### src/rtl/serial_adder_pkg.sv
// Shared types and helpers for the digit-serial adder.
package serial_adder_pkg;

  typedef enum logic [1:0] {
    IDLE = 2'd0,
    BUSY = 2'd1,
    DONE = 2'd2
  } state_t;

  function automatic int unsigned ndig(input int unsigned width, input int unsigned digit);
    return width / digit;
  endfunction

endpackage

### src/rtl/adder_digit.sv
// Combinational DIGIT-bit ripple-carry slice used once per clock by serial_adder.
module adder_digit #(
  parameter int unsigned DIGIT = 2
) (
  input  logic [DIGIT-1:0] x,
  input  logic [DIGIT-1:0] y,
  input  logic             ci,
  output logic [DIGIT-1:0] s,
  output logic             co
);

  logic w_c;

  always_comb begin
    w_c = ci;
    s   = '0;
    for (int i = 0; i < int'(DIGIT); i++) begin
      s[i] = x[i] ^ y[i] ^ w_c;
      w_c  = (x[i] & y[i]) | (x[i] & w_c) | (y[i] & w_c);
    end
  end

  assign co = w_c;

endmodule

### src/rtl/serial_adder.sv
// Multi-cycle adder: DIGIT bits per clock with a registered carry, valid/ready on both sides.
// Optional subtract mode is enabled by defining SERIAL_ADDER_SUB_EN.
module serial_adder
  import serial_adder_pkg::*;
#(
  parameter int unsigned WIDTH = 8,
  parameter int unsigned DIGIT = 2
) (
  input  logic             clk,
  input  logic             rst,
  input  logic             in_valid,
  output logic             in_ready,
  input  logic [WIDTH-1:0] a,
  input  logic [WIDTH-1:0] b,
  input  logic             cin,
`ifdef SERIAL_ADDER_SUB_EN
  input  logic             sub,
`endif
  output logic             out_valid,
  input  logic             out_ready,
  output logic [WIDTH-1:0] sum,
  output logic             cout
);

  localparam int unsigned NDIG = ndig(WIDTH, DIGIT);
  localparam int unsigned CW   = (NDIG > 1) ? $clog2(NDIG) : 1;

  if ((DIGIT == 0) || (WIDTH % DIGIT != 0)) begin : g_bad_digit
    $error("serial_adder: DIGIT must divide WIDTH exactly");
  end

  state_t           r_state;
  state_t           w_state_nxt;
  logic             r_in_ready;
  logic             r_out_valid;
  logic [WIDTH-1:0] r_a;
  logic [WIDTH-1:0] r_b;
  logic [WIDTH-1:0] r_sum;
  logic             r_carry;
  logic [CW-1:0]    r_cnt;

  logic             w_accept;
  logic             w_release;
  logic             w_last;
  logic [DIGIT-1:0] w_s;
  logic             w_co;
  logic [WIDTH-1:0] w_b_load;
  logic             w_c_load;

  assign w_accept  = in_valid & r_in_ready;
  assign w_release = r_out_valid & out_ready;
  assign w_last    = (r_cnt == CW'(NDIG - 1));

`ifdef SERIAL_ADDER_SUB_EN
  // Subtract as a + ~b + 1: invert B on load and force the initial carry.
  assign w_b_load = sub ? ~b : b;
  assign w_c_load = sub ? 1'b1 : cin;
`else
  assign w_b_load = b;
  assign w_c_load = cin;
`endif

  adder_digit #(
    .DIGIT(DIGIT)
  ) u_digit (
    .x (r_a[DIGIT-1:0]),
    .y (r_b[DIGIT-1:0]),
    .ci(r_carry),
    .s (w_s),
    .co(w_co)
  );

  always_ff @(posedge clk or posedge rst) begin
    if (rst) r_state <= IDLE;
    else     r_state <= w_state_nxt;
  end

  always_comb begin
    w_state_nxt = r_state;
    case (r_state)
      IDLE:    if (w_accept)  w_state_nxt = BUSY;
      BUSY:    if (w_last)    w_state_nxt = DONE;
      DONE:    if (w_release) w_state_nxt = IDLE;
      default:                w_state_nxt = IDLE;
    endcase
  end

  // Handshake flags follow the next state so they change on the same edge as the FSM.
  always_ff @(posedge clk or posedge rst) begin
    if (rst) begin
      r_in_ready  <= 1'b0;
      r_out_valid <= 1'b0;
    end else begin
      r_in_ready  <= (w_state_nxt == IDLE);
      r_out_valid <= (w_state_nxt == DONE);
    end
  end

  // Sum fills from the MSB end so the first (least significant) digit ends at bit 0.
  always_ff @(posedge clk or posedge rst) begin
    if (rst) begin
      r_a     <= '0;
      r_b     <= '0;
      r_sum   <= '0;
      r_carry <= 1'b0;
      r_cnt   <= '0;
    end else if ((r_state == IDLE) && w_accept) begin
      r_a     <= a;
      r_b     <= w_b_load;
      r_carry <= w_c_load;
      r_cnt   <= '0;
    end else if (r_state == BUSY) begin
      r_a     <= r_a >> DIGIT;
      r_b     <= r_b >> DIGIT;
      r_sum   <= WIDTH'({w_s, r_sum} >> DIGIT);
      r_carry <= w_co;
      r_cnt   <= r_cnt + CW'(1);
    end
  end

  assign in_ready  = r_in_ready;
  assign out_valid = r_out_valid;
  assign sum       = r_sum;
  assign cout      = r_carry;

endmodule

### config.mk
export PLATFORM = sky130hd
export DESIGN_NAME = serial_adder
export DESIGN_NICKNAME = d
export VERILOG_FILES = /design/src/rtl/serial_adder_pkg.sv /design/src/rtl/adder_digit.sv /design/src/rtl/serial_adder.sv
export SDC_FILE = /design/constraint.sdc
export NUM_CORES = 1
export LEC_CHECK = 0
export ABC_AREA = 1
export ABC_CLOCK_PERIOD_IN_PS = 2600
export CORE_AREA = 2 2 74 76
export DETAILED_ROUTE_END_ITERATION = 6
export DIE_AREA = 0 0 76 78
export GPL_ROUTABILITY_DRIVEN = 0
export PLACE_DENSITY = 0.48
export SYNTH_ARGS = -nofsm -noshare
export SYNTH_HDL_FRONTEND = slang
export SYNTH_HIERARCHICAL = 1
export SYNTH_SLANG_ARGS = --single-unit
### constraint.sdc
create_clock -name clk -period 2.6 [get_ports clk]
set_input_delay 0.26 -clock clk [delete_from_list [all_inputs] [get_ports clk]]
set_output_delay 0.26 -clock clk [all_outputs]
set_load 0.05 [all_outputs]
==> summary.log, run 1 <==
INFO  cts            max-clock-path-buffers=2
INFO  die            fp-row-count=26
INFO  routing        postRouteWirelength=3070um
INFO  synthesis      syn_avg_cell_area=8.14um^2
INFO  synthesis      post-synth-top-count-cell=sky130_fd_sc_hd__nand2_1
INFO  global_route   grt.met3_usage=4.30%
INFO  global_route   grt-busiest-layer=met2
INFO  timing         setup_tns=0ns
INFO  critical_path  critical_path_buf_inv_count=1
INFO  critical_path  crit_path_end=cout
INFO  global_route   number_of_antenna_violations_at_the_first_check_in_global_routing=0
INFO  cts            cts_hold_repair.buffers=0
INFO  global_route   grt-ovfl-total=0
INFO  critical_path  worst_setup_path_start_kind=flop
INFO  finish         finalNetCount=240
INFO  cts            h-tree-depth=2
INFO  timing         hold_vio_cnt_final=0
INFO  cts            clock_sinks=31
INFO  synthesis      synth_top_cells_by_area=sky130_fd_sc_hd__dfrtp_1, sky130_fd_sc_hd__nand2_1, sky130_fd_sc_hd__nand3_1, sky130_fd_sc_hd__inv_1, sky130_fd_sc_hd__fa_1
INFO  cts            root_buffer=sky130_fd_sc_hd__clkbuf_8
INFO  cts            numCtsBuffers=5
INFO  critical_path  cp_slowest_cell=sky130_fd_sc_hd__clkdlybuf4s50_1
INFO  synthesis      synth_top_flop_cell=sky130_fd_sc_hd__dfrtp_1
INFO  timing         hold-worst-slack=0.358ns
INFO  routing        remaining_drc_errors=0
INFO  power_and_ir_drop total_power=2.51mW
INFO  finish         layout.core_utilization=38.7%
INFO  finish         areaGrowthSynthToFinish=29.6%
INFO  run            max_cap_violations=0
INFO  critical_path  timing.reg2reg.worst_path_depth=5
INFO  die            io-pin-count=32
INFO  synthesis      mappedNetlistNets=209
INFO  critical_path  crit_chain=clkdlybuf4s50_1
INFO  global_route   grt_start_max_net_pins=32
INFO  global_route   met1_usage_grt=14.1%
INFO  timing         report.final.slew_viol_count=0
INFO  critical_path  critical_path_peak_fanout=3
INFO  global_route   grtUsageTotal=11.7%
INFO  cts            worst_skew_pair.late_latency=0.28ns
INFO  finish         antenna_cells=0
INFO  synthesis      synth.yosys.warnings=6
INFO  routing        wire_per_inst=10.7um
INFO  power_and_ir_drop power.density_cell_area=1290mW/mm^2
INFO  power_and_ir_drop power.ir.vdd_worst=321uV
INFO  timing         achievable-frequency=575MHz
INFO  synthesis      post-synth-top-area-fraction=51.5%
INFO  critical_path  crit_required=2.34ns
INFO  timing         post-route-period-util=66.8%
INFO  critical_path  worst-r2r-setup-slack=0.94ns
INFO  timing         period_minus_slack=1.74ns
INFO  outcome        run_status=completed
INFO  critical_path  r2r_start=in_ready
INFO  critical_path  cp-startpoint=cout
INFO  synthesis      synth_edf_count=0
INFO  routing        firstDrtPassIters=4
INFO  synthesis      postSynth.asyncResetShare=100%
INFO  critical_path  critical_path_arrival=1.48ns
INFO  finish         fraction_of_layout_instances_using_a_drive_strength_above_1=6.45%
INFO  placement      placement.io_buffers=31
INFO  global_route   wire_length_of_the_first_global_routing_pass=5450um
INFO  global_route   first_global_vias=1,185
INFO  timing         final.setup_skew=0.0102ns
INFO  critical_path  crit-reg2reg-capture=in_ready
INFO  critical_path  critical-path-top-delay-family=buffers and inverters
INFO  synthesis      synth_seq_area_share=51.5%
INFO  routing        via_count=1,232
INFO  die            fp.dieH=78um
INFO  global_route   gr_util_met2=19.3%
INFO  synthesis      syn_inst=185
INFO  critical_path  cp-end-kind=output pin
INFO  synthesis      synth_cell_types=17
INFO  cts            cts_resized=0
INFO  critical_path  crit_path_max_incr_delay=0.81ns
INFO  synthesis      synth_seq_cells=31
INFO  die            die_area=0.00593mm^2
INFO  die            chipWidth=76um
INFO  timing         slew-limit-headroom=63.8%
INFO  placement      post_detailed_placement_half_perimeter_wirelength=2020um
INFO  finish         filler_cell_count=552
INFO  cts            worst_setup_hold_path_clk_slew=0.07ns
INFO  cts            cts_post_setup_buffers_inserted=0
INFO  power_and_ir_drop leakage=1.00nW
INFO  cts            cts_tree=built
INFO  die            floorplan.initialDensity=29.9%
INFO  timing         setup_repair_after_global_routing_missed_its_margin=false
INFO  hold_path      timing.hold.worst.class=input port to asynchronous set/reset pin
INFO  routing        drt.antenna.violating_nets=0
INFO  timing         max_slew.worst_pin.slew=0.541ns
INFO  routing        drt_iter0_drc=70
INFO  synthesis      post_synth_design_cell_area=0.00151mm^2
INFO  timing         setup_viol_count_final=0
INFO  synthesis      synth.largest_area_cell=sky130_fd_sc_hd__dfrtp_1
INFO  die            core_area=0.00504mm^2
INFO  critical_path  timing_worst_setup_path_type=flop to output pin
INFO  critical_path  worstSetupPathDepth=1
INFO  synthesis      synthTopCellsByCount=sky130_fd_sc_hd__nand2_1, sky130_fd_sc_hd__nand3_1, sky130_fd_sc_hd__dfrtp_1, sky130_fd_sc_hd__inv_1
INFO  routing        vias_per_cell=4.29
[flip-flops by register name, indices dropped and copies added, names as in the netlist]
| name | cells |
|---|---|
| in_ready | 1 |
| r_b | 8 |
| r_cnt | 2 |
| r_a | 8 |
| r_state | 2 |
| out_valid | 1 |
| cout | 1 |
| sum | 8 |
[cell families (layout without fill, tap and decap cells)]
logic type,Yosys count,after routing,synth area share [%]
buffers and inverters,33,65,10.7
and+or+nand+nor,114,114,33.0
adders and majority gates,3,3,3.49
AOI/OAI and AO/OA,4,4,1.33
DFF,31,31,51.5
[cell usage in the layout (no fill, tap or decap), drive strengths merged, types with 3 or more instances in the layout]
cell           synthesis  routed
clkdlybuf4s50          0      31
clkbuf                 0       7
inv                   23      23
dfrtp                 31      31
nand3                 35      35
nor2                   3       3
o21ai                  4       4
nand2                 74      74
[power by group]
group | switching [mW] | internal [mW]
sequential | 0.132 | 0.696
clock | 0.182 | 0.241
combinational | 0.850 | 0.410
[metal layers]
layer | part of all wire (%) | routed length [um]
met4 | 1.7 | 51
met1 | 46 | 1420
met5 | 0 | 0
met3 | 5.8 | 178
met2 | 46 | 1410
[worst min-delay path by stage]
stage	slack, ns	end	cells past startpoint
finish	0.36	sum[0]	3
detailed placement	0.47	sum[0]	2
global placement	0.47	sum[0]	2
global route	0.40	sum[0]	3
CTS	0.37	cout	3
floorplan	0.36	cout	1
[cell type report]
type | instances | area, um^2 | area share (%)
clock inverters | 1 | 7.51 | 0.385
flip-flops and latches | 31 | 776 | 39.7
clock buffers | 7 | 96.3 | 4.94
well taps | 70 | 87.6 | 4.49
repair buffers | 33 | 325 | 16.7
multi-input cells | 121 | 569 | 29.2
inverters | 24 | 90.1 | 4.62
[through the flow]
step	cell area, um^2	instances	worst slack (ns)
after floorplan	1510	185	0.752
after global placement	1850	279	0.646
after detailed placement	1850	279	0.604
after CTS	1950	287	0.843
after global routing	1950	287	0.720
final	1950	287	0.862
(Power assumes the default switching activity.)
==> run 2, diff against run 1 <==
--- a/config.mk
+++ b/config.mk
@@ -6,7 +6,7 @@
 export NUM_CORES = 1
 export LEC_CHECK = 0
 export ABC_AREA = 1
-export ABC_CLOCK_PERIOD_IN_PS = 2600
+export ABC_CLOCK_PERIOD_IN_PS = 1750
 export CORE_AREA = 2 2 74 76
 export DETAILED_ROUTE_END_ITERATION = 6
 export DIE_AREA = 0 0 76 78
==> constraint.sdc (replaced) <==
create_clock -name clk -period 1.75 [get_ports clk]
set_input_delay 0.175 -clock clk [delete_from_list [all_inputs] [get_ports clk]]
set_output_delay 0.175 -clock clk [all_outputs]
set_load 0.05 [all_outputs]
==> run 2 against run 1 <==
Effect of this change: cell count rose by 1.0%; utilization increased by 0.65 points; via count is the same; sequential share of layout area decreased by 0.59 points; die area is the same; power grew 53%; non-clock buffer count rose by 3; first-iteration DRC count down 41%; flip-flop and latch count unchanged; worst setup slack worse by 0.76 ns; largest power group unchanged.
==> summary.log, run 2 (same netlist as run 1, synthesis figures left out) <==
INFO  cts            h-tree-depth=2
INFO  global_route   number_of_antenna_violations_at_the_first_check_in_global_routing=0
INFO  finish         antenna_cells=0
INFO  routing        wire_per_inst=10.9um
INFO  finish         areaGrowthSynthToFinish=31.7%
INFO  routing        drt_iter0_drc=41
INFO  cts            cts_hold_repair.buffers=0
INFO  critical_path  critical_path_buf_inv_count=1
INFO  die            core_area=0.00504mm^2
INFO  routing        drt.antenna.violating_nets=0
INFO  critical_path  crit_path_max_incr_delay=0.81ns
INFO  die            chipWidth=76um
INFO  critical_path  worst_setup_path_start_kind=flop
INFO  die            fp-row-count=26
INFO  critical_path  critical-path-top-delay-family=buffers and inverters
INFO  timing         slew-limit-headroom=67.1%
INFO  timing         setup_viol_count_final=0
INFO  timing         report.final.slew_viol_count=0
INFO  cts            worst_skew_pair.late_latency=0.27ns
INFO  cts            cts_resized=0
INFO  outcome        run_status=completed
INFO  placement      place.detailed.instances=282
INFO  routing        m1WireLength=1380um
INFO  routing        vias_per_cell=4.25
INFO  timing         achievable-frequency=608MHz
INFO  cts            max-clock-path-buffers=2
INFO  placement      post_detailed_placement_half_perimeter_wirelength=2140um
INFO  die            io-pin-count=32
INFO  critical_path  crit_chain=clkdlybuf4s50_1
INFO  global_route   grt-ovfl-total=0
INFO  timing         period_minus_slack=1.64ns
INFO  finish         final_std_cell_area_no_fill=0.00198mm^2
INFO  global_route   grt_start_max_net_pins=32
INFO  finish         fraction_of_layout_instances_using_a_drive_strength_above_1=7.73%
INFO  cts            cts_tree=built
INFO  power_and_ir_drop power.ir.vdd_worst=581uV
INFO  routing        remaining_drc_errors=0
INFO  routing        firstDrtPassIters=4
INFO  routing        route.met2.wl=1590um
INFO  cts            cts_post_setup_buffers_inserted=0
INFO  cts            root_buffer=sky130_fd_sc_hd__clkbuf_8
INFO  finish         layout_common_cells=sky130_fd_sc_hd__nand2_1, sky130_fd_sc_hd__nand3_1, sky130_fd_sc_hd__clkdlybuf4s50_1
INFO  power_and_ir_drop power.density_cell_area=1930mW/mm^2
INFO  timing         setup_tns=0ns
INFO  finish         layout.core_utilization=39.4%
INFO  timing         post-route-period-util=93.9%
INFO  cts            numCtsBuffers=5
INFO  finish         filler_cell_count=519
INFO  finish         mostFrequentLayoutCell=sky130_fd_sc_hd__nand2_1
INFO  critical_path  cp-end-kind=output pin
INFO  critical_path  cp_slowest_cell=sky130_fd_sc_hd__clkdlybuf4s50_1
INFO  critical_path  crit_required=1.57ns
INFO  run            max_cap_violations=0
INFO  power_and_ir_drop leakage=1.02nW
INFO  placement      placement.io_buffers=31
INFO  die            fp.dieH=78um
INFO  cts            clock_sinks=31
INFO  critical_path  timing_worst_setup_path_type=flop to output pin
INFO  timing         setup_repair_after_global_routing_missed_its_margin=false
INFO  finish         finalNetCount=243
INFO  routing        via_count=1,232
INFO  power_and_ir_drop total_power=3.83mW
INFO  routing        highest_layer=met4
INFO  global_route   wire_length_of_the_first_global_routing_pass=5540um
INFO  hold_path      timing.hold.worst.class=input port to asynchronous set/reset pin
INFO  cts            worst_setup_hold_path_clk_slew=0.06ns
INFO  timing         final.setup_skew=0.00230ns
INFO  finish         area_of_the_multi_input_gates=569um^2
INFO  die            floorplan.initialDensity=29.9%
INFO  global_route   grtUsageTotal=11.6%
INFO  timing         hold_vio_cnt_final=0
INFO  global_route   first_global_vias=1,233
INFO  placement      cell_area_placed=0.00188mm^2
INFO  critical_path  critical_path_peak_fanout=3
INFO  timing         max_slew.worst_pin.slew=0.493ns
INFO  finish         stdcell_count=290
INFO  die            die_area=0.00593mm^2
INFO  routing        postRouteWirelength=3160um
INFO  finish         seqCellArea=777um^2
INFO  critical_path  critical_path_arrival=1.47ns
INFO  routing        met3RoutedLength=146um
[run 2: cell count changes in the layout (fill, tap and decap cells not counted), sizes merged]
cell and change:
clkbuf +1, clkinvlp -1, buf +3
[run 2: cell type report]
cell class	instances	share of cell area [%]
multi-input cells	121	28.7
clock buffers	8	5.04
repair buffers	36	18.2
well taps	70	4.41
flip-flops and latches	31	39.2
inverters	24	4.54
[run 2: power by group]
part | switching, mW | total, mW | internal, mW
logic | 1.29 | 1.98 | 0.695
clock network | 0.256 | 0.615 | 0.359
registers | 0.200 | 1.24 | 1.04
[run 2: through the flow]
step                setup WS (ns)  hold slack (ns)
floorplan                  0.0431            0.278
global placement            0.181            0.465
detailed placement          0.167            0.467
CTS                         0.105            0.301
global route               0.0594            0.347
finish                      0.106            0.288
[run 2: worst paths after layout]
kind	startpoint	to	slack [ns]	cells past startpoint
worst max-delay path	sum[4]	sum[4]	0.11	1
worst min-delay path	rst	out_valid	0.29	3
worst max register to register	r_b[0]	sum[7]	0.16	6
worst min register to register	sum[1]	sum[1]	0.48	2
max in group asynchronous	rst	cout	1.15	3
min in group clk	a[6]	r_a[6]	0.45	3
[run 2: routing by layer]
layer,up-vias,global-route usage (%)
li1,638,-
met2,26,20.4
met4,0,3.27
met1,563,14.1
met3,5,2.91
met5,-,0
==> run 3, diff against run 2 <==
--- a/config.mk
+++ b/config.mk
@@ -6,12 +6,13 @@
 export NUM_CORES = 1
 export LEC_CHECK = 0
 export ABC_AREA = 1
-export ABC_CLOCK_PERIOD_IN_PS = 1750
+export ABC_CLOCK_PERIOD_IN_PS = 1500
 export CORE_AREA = 2 2 74 76
+export CTS_CLUSTER_DIAMETER = 200
 export DETAILED_ROUTE_END_ITERATION = 6
 export DIE_AREA = 0 0 76 78
 export GPL_ROUTABILITY_DRIVEN = 0
-export PLACE_DENSITY = 0.48
+export PLACE_DENSITY = 0.5
 export SYNTH_ARGS = -nofsm -noshare
 export SYNTH_HDL_FRONTEND = slang
 export SYNTH_HIERARCHICAL = 1
==> constraint.sdc (replaced) <==
create_clock -name clk -period 1.5 [get_ports clk]
set_input_delay 0.15 -clock clk [delete_from_list [all_inputs] [get_ports clk]]
set_output_delay 0.15 -clock clk [all_outputs]
set_load 0.05 [all_outputs]
==> run 3 against run 2 <==
Effect of this change: the run now ends with setup timing left; cell count rose by 2.1%; power up 17%; utilization rose by 0.32 points; routed wire length is 2.2% higher; clock skew rose by 0.0055 ns; sequential share of layout area down 0.32 points; first-iteration DRC count grew 20%; via count rose by 1.4%; hold slack lost 0.080 ns; critical path depth grew 5; worst setup slack got worse by 0.12 ns; global-route usage grew 0.31 points; largest power group unchanged.
==> summary.log, run 3 (same netlist as run 1, synthesis figures left out) <==
INFO  critical_path  crit_required=1.66ns
INFO  global_route   wire_length_of_the_first_global_routing_pass=5520um
INFO  power_and_ir_drop power.density_cell_area=2250mW/mm^2
INFO  finish         finalNetCount=250
INFO  critical_path  cp-end-kind=flop
INFO  timing         slew-limit-headroom=82.7%
INFO  die            io-pin-count=32
INFO  timing         period_minus_slack=1.52ns
INFO  critical_path  crit-reg2reg-capture=sum[7]
INFO  global_route   first_global_vias=1,265
INFO  die            die_area=0.00593mm^2
INFO  die            fp-row-count=26
INFO  finish         antenna_cells=0
INFO  global_route   number_of_antenna_violations_at_the_first_check_in_global_routing=0
INFO  cts            numCtsBuffers=5
INFO  placement      placement.io_buffers=31
INFO  die            core_area=0.00504mm^2
INFO  finish         layout.core_utilization=39.7%
INFO  timing         setup_repair_after_global_routing_missed_its_margin=true
INFO  cts            h-tree-depth=2
INFO  timing         setup_viol_count_final=1
INFO  die            chipWidth=76um
INFO  timing         final.setup_skew=0.00780ns
INFO  finish         fraction_of_layout_instances_using_a_drive_strength_above_1=15.9%
INFO  timing         achievable-frequency=659MHz
INFO  cts            worst_skew_pair.late_latency=0.28ns
INFO  cts            worst_setup_hold_path_clk_slew=0.06ns
INFO  cts            root_buffer=sky130_fd_sc_hd__clkbuf_8
INFO  timing         report.final.slew_viol_count=0
INFO  routing        postRouteWirelength=3230um
INFO  routing        firstDrtPassIters=3
INFO  critical_path  timing.reg2reg.worst_path_depth=6
INFO  finish         areaGrowthSynthToFinish=32.8%
INFO  finish         layout_common_cells=sky130_fd_sc_hd__nand2_1, sky130_fd_sc_hd__nand3_1, sky130_fd_sc_hd__dfrtp_1
INFO  timing         worst_slack=-0.0181ns
INFO  global_route   grt-ovfl-total=0
INFO  hold_path      timing.hold.worst.class=input port to asynchronous set/reset pin
INFO  run            max_cap_violations=0
INFO  critical_path  worst_setup_path_start_kind=flop
INFO  placement      pre_cts_slack=-0.0474ns
INFO  placement      post_detailed_placement_half_perimeter_wirelength=2230um
INFO  critical_path  critical_path_arrival=1.68ns
INFO  critical_path  r2r_start=r_b[0]
INFO  outcome        run_status=finished with violations
INFO  routing        drt_iter0_drc=49
INFO  cts            cts_tree=built
INFO  global_route   grt_start_max_net_pins=32
INFO  timing         max_slew.worst_pin.slew=0.260ns
INFO  outcome        failing_checks=setup timing
INFO  timing         post-route-period-util=101%
INFO  cts            cts_hold_repair.buffers=0
INFO  power_and_ir_drop power.ir.vdd_worst=679uV
INFO  die            floorplan.initialDensity=29.9%
INFO  routing        wire_per_inst=10.9um
INFO  routing        via_count=1,249
INFO  routing        drt.antenna.violating_nets=0
INFO  timing         hold_vio_cnt_final=0
INFO  cts            max-clock-path-buffers=2
INFO  die            fp.dieH=78um
INFO  routing        vias_per_cell=4.22
INFO  routing        remaining_drc_errors=0
INFO  critical_path  timing_worst_setup_path_type=flop to flop
INFO  finish         mostFrequentLayoutCell=sky130_fd_sc_hd__nand2_1
INFO  cts            clock_sinks=31
INFO  critical_path  worst-r2r-setup-slack=-0.02ns
INFO  timing         hold-worst-slack=0.208ns
INFO  global_route   grtUsageTotal=11.9%
INFO  power_and_ir_drop leakage=1.06nW
INFO  critical_path  critical_path_peak_fanout=2
==> run 3: cell types whose count changed in the layout (fill, tap and decap cells not counted) <==
cell,previous run,this run
sky130_fd_sc_hd__buf_4,4,21
sky130_fd_sc_hd__clkdlybuf4s50_1,31,20
sky130_fd_sc_hd__clkbuf_8,7,5
sky130_fd_sc_hd__inv_1,22,20
sky130_fd_sc_hd__inv_2,1,3
sky130_fd_sc_hd__buf_12,1,2
sky130_fd_sc_hd__clkbuf_1,1,2
sky130_fd_sc_hd__fa_1,2,1
sky130_fd_sc_hd__fa_2,0,1
sky130_fd_sc_hd__o21ai_0,2,1
sky130_fd_sc_hd__o21ai_1,2,3
==> run 3: area by class of cell <==
type | count | area [um^2]
Clock buffer | 7 | 76.3
Multi-Input combinational cell | 121 | 572
Inverter | 24 | 90.1
Tap cell | 70 | 87.6
Sequential cell | 31 | 777
Fill cell | 531 | 3040
Timing Repair Buffer | 43 | 398
==> run 3: worst max-delay path by stage <==
| stage | start | to |
|---|---|---|
| after detailed placement | r_b[0] | sum[7] |
| after global placement | r_b[0] | sum[7] |
| after global routing | r_b[0] | sum[7] |
| after CTS | r_b[0] | sum[7] |
| after floorplan | cout | sum[7] |
| final | r_b[0] | sum[7] |
==> run 3: repair_timing <==
item	in CTS	in global routing
gates resized for setup	2	0
hold endpoints to repair	0	0
endpoints found under the setup margin	1	2
buffers inserted	1	0
==> run 3: metal layers <==
| metal | vias up | share of wire, % | global-route usage (%) |
|---|---|---|---|
| li1 | 648 | - | - |
| met1 | 571 | 47 | 13.7 |
| met2 | 26 | 46 | 20.4 |
| met3 | 4 | 4.5 | 4.07 |
| met4 | 0 | 1.6 | 4.91 |
| met5 | - | 0 | 0 |
==> run 3: metrics by stage <==
step | instance area [um^2] | total power [mW] | std cells | setup TNS, ns
finish | 2000 | 4.50 | 296 | -0.0181
global route | 2000 | 4.90 | 296 | -0.163
CTS | 2000 | 4.57 | 296 | -0.0233
detailed placement | 1920 | 3.92 | 288 | -0.0474
global placement | 1920 | 3.90 | 288 | -0.0127
floorplan | 1510 | 3.20 | 185 | -0.179
==> run 3: power breakdown <==
part,internal [mW],switching [mW]
combinational,0.894,1.56
clock,0.319,0.290
sequential,1.21,0.225
==> run 3: worst max-delay path, stage by stage, from the launching register on <==
cell	delay (ns)
sky130_fd_sc_hd__dfrtp_1	0.36
sky130_fd_sc_hd__inv_2	0.05
sky130_fd_sc_hd__fa_2	0.37
sky130_fd_sc_hd__fa_1	0.48
sky130_fd_sc_hd__inv_1	0.04
sky130_fd_sc_hd__nand2_1	0.05
sky130_fd_sc_hd__o21ai_1	0.06
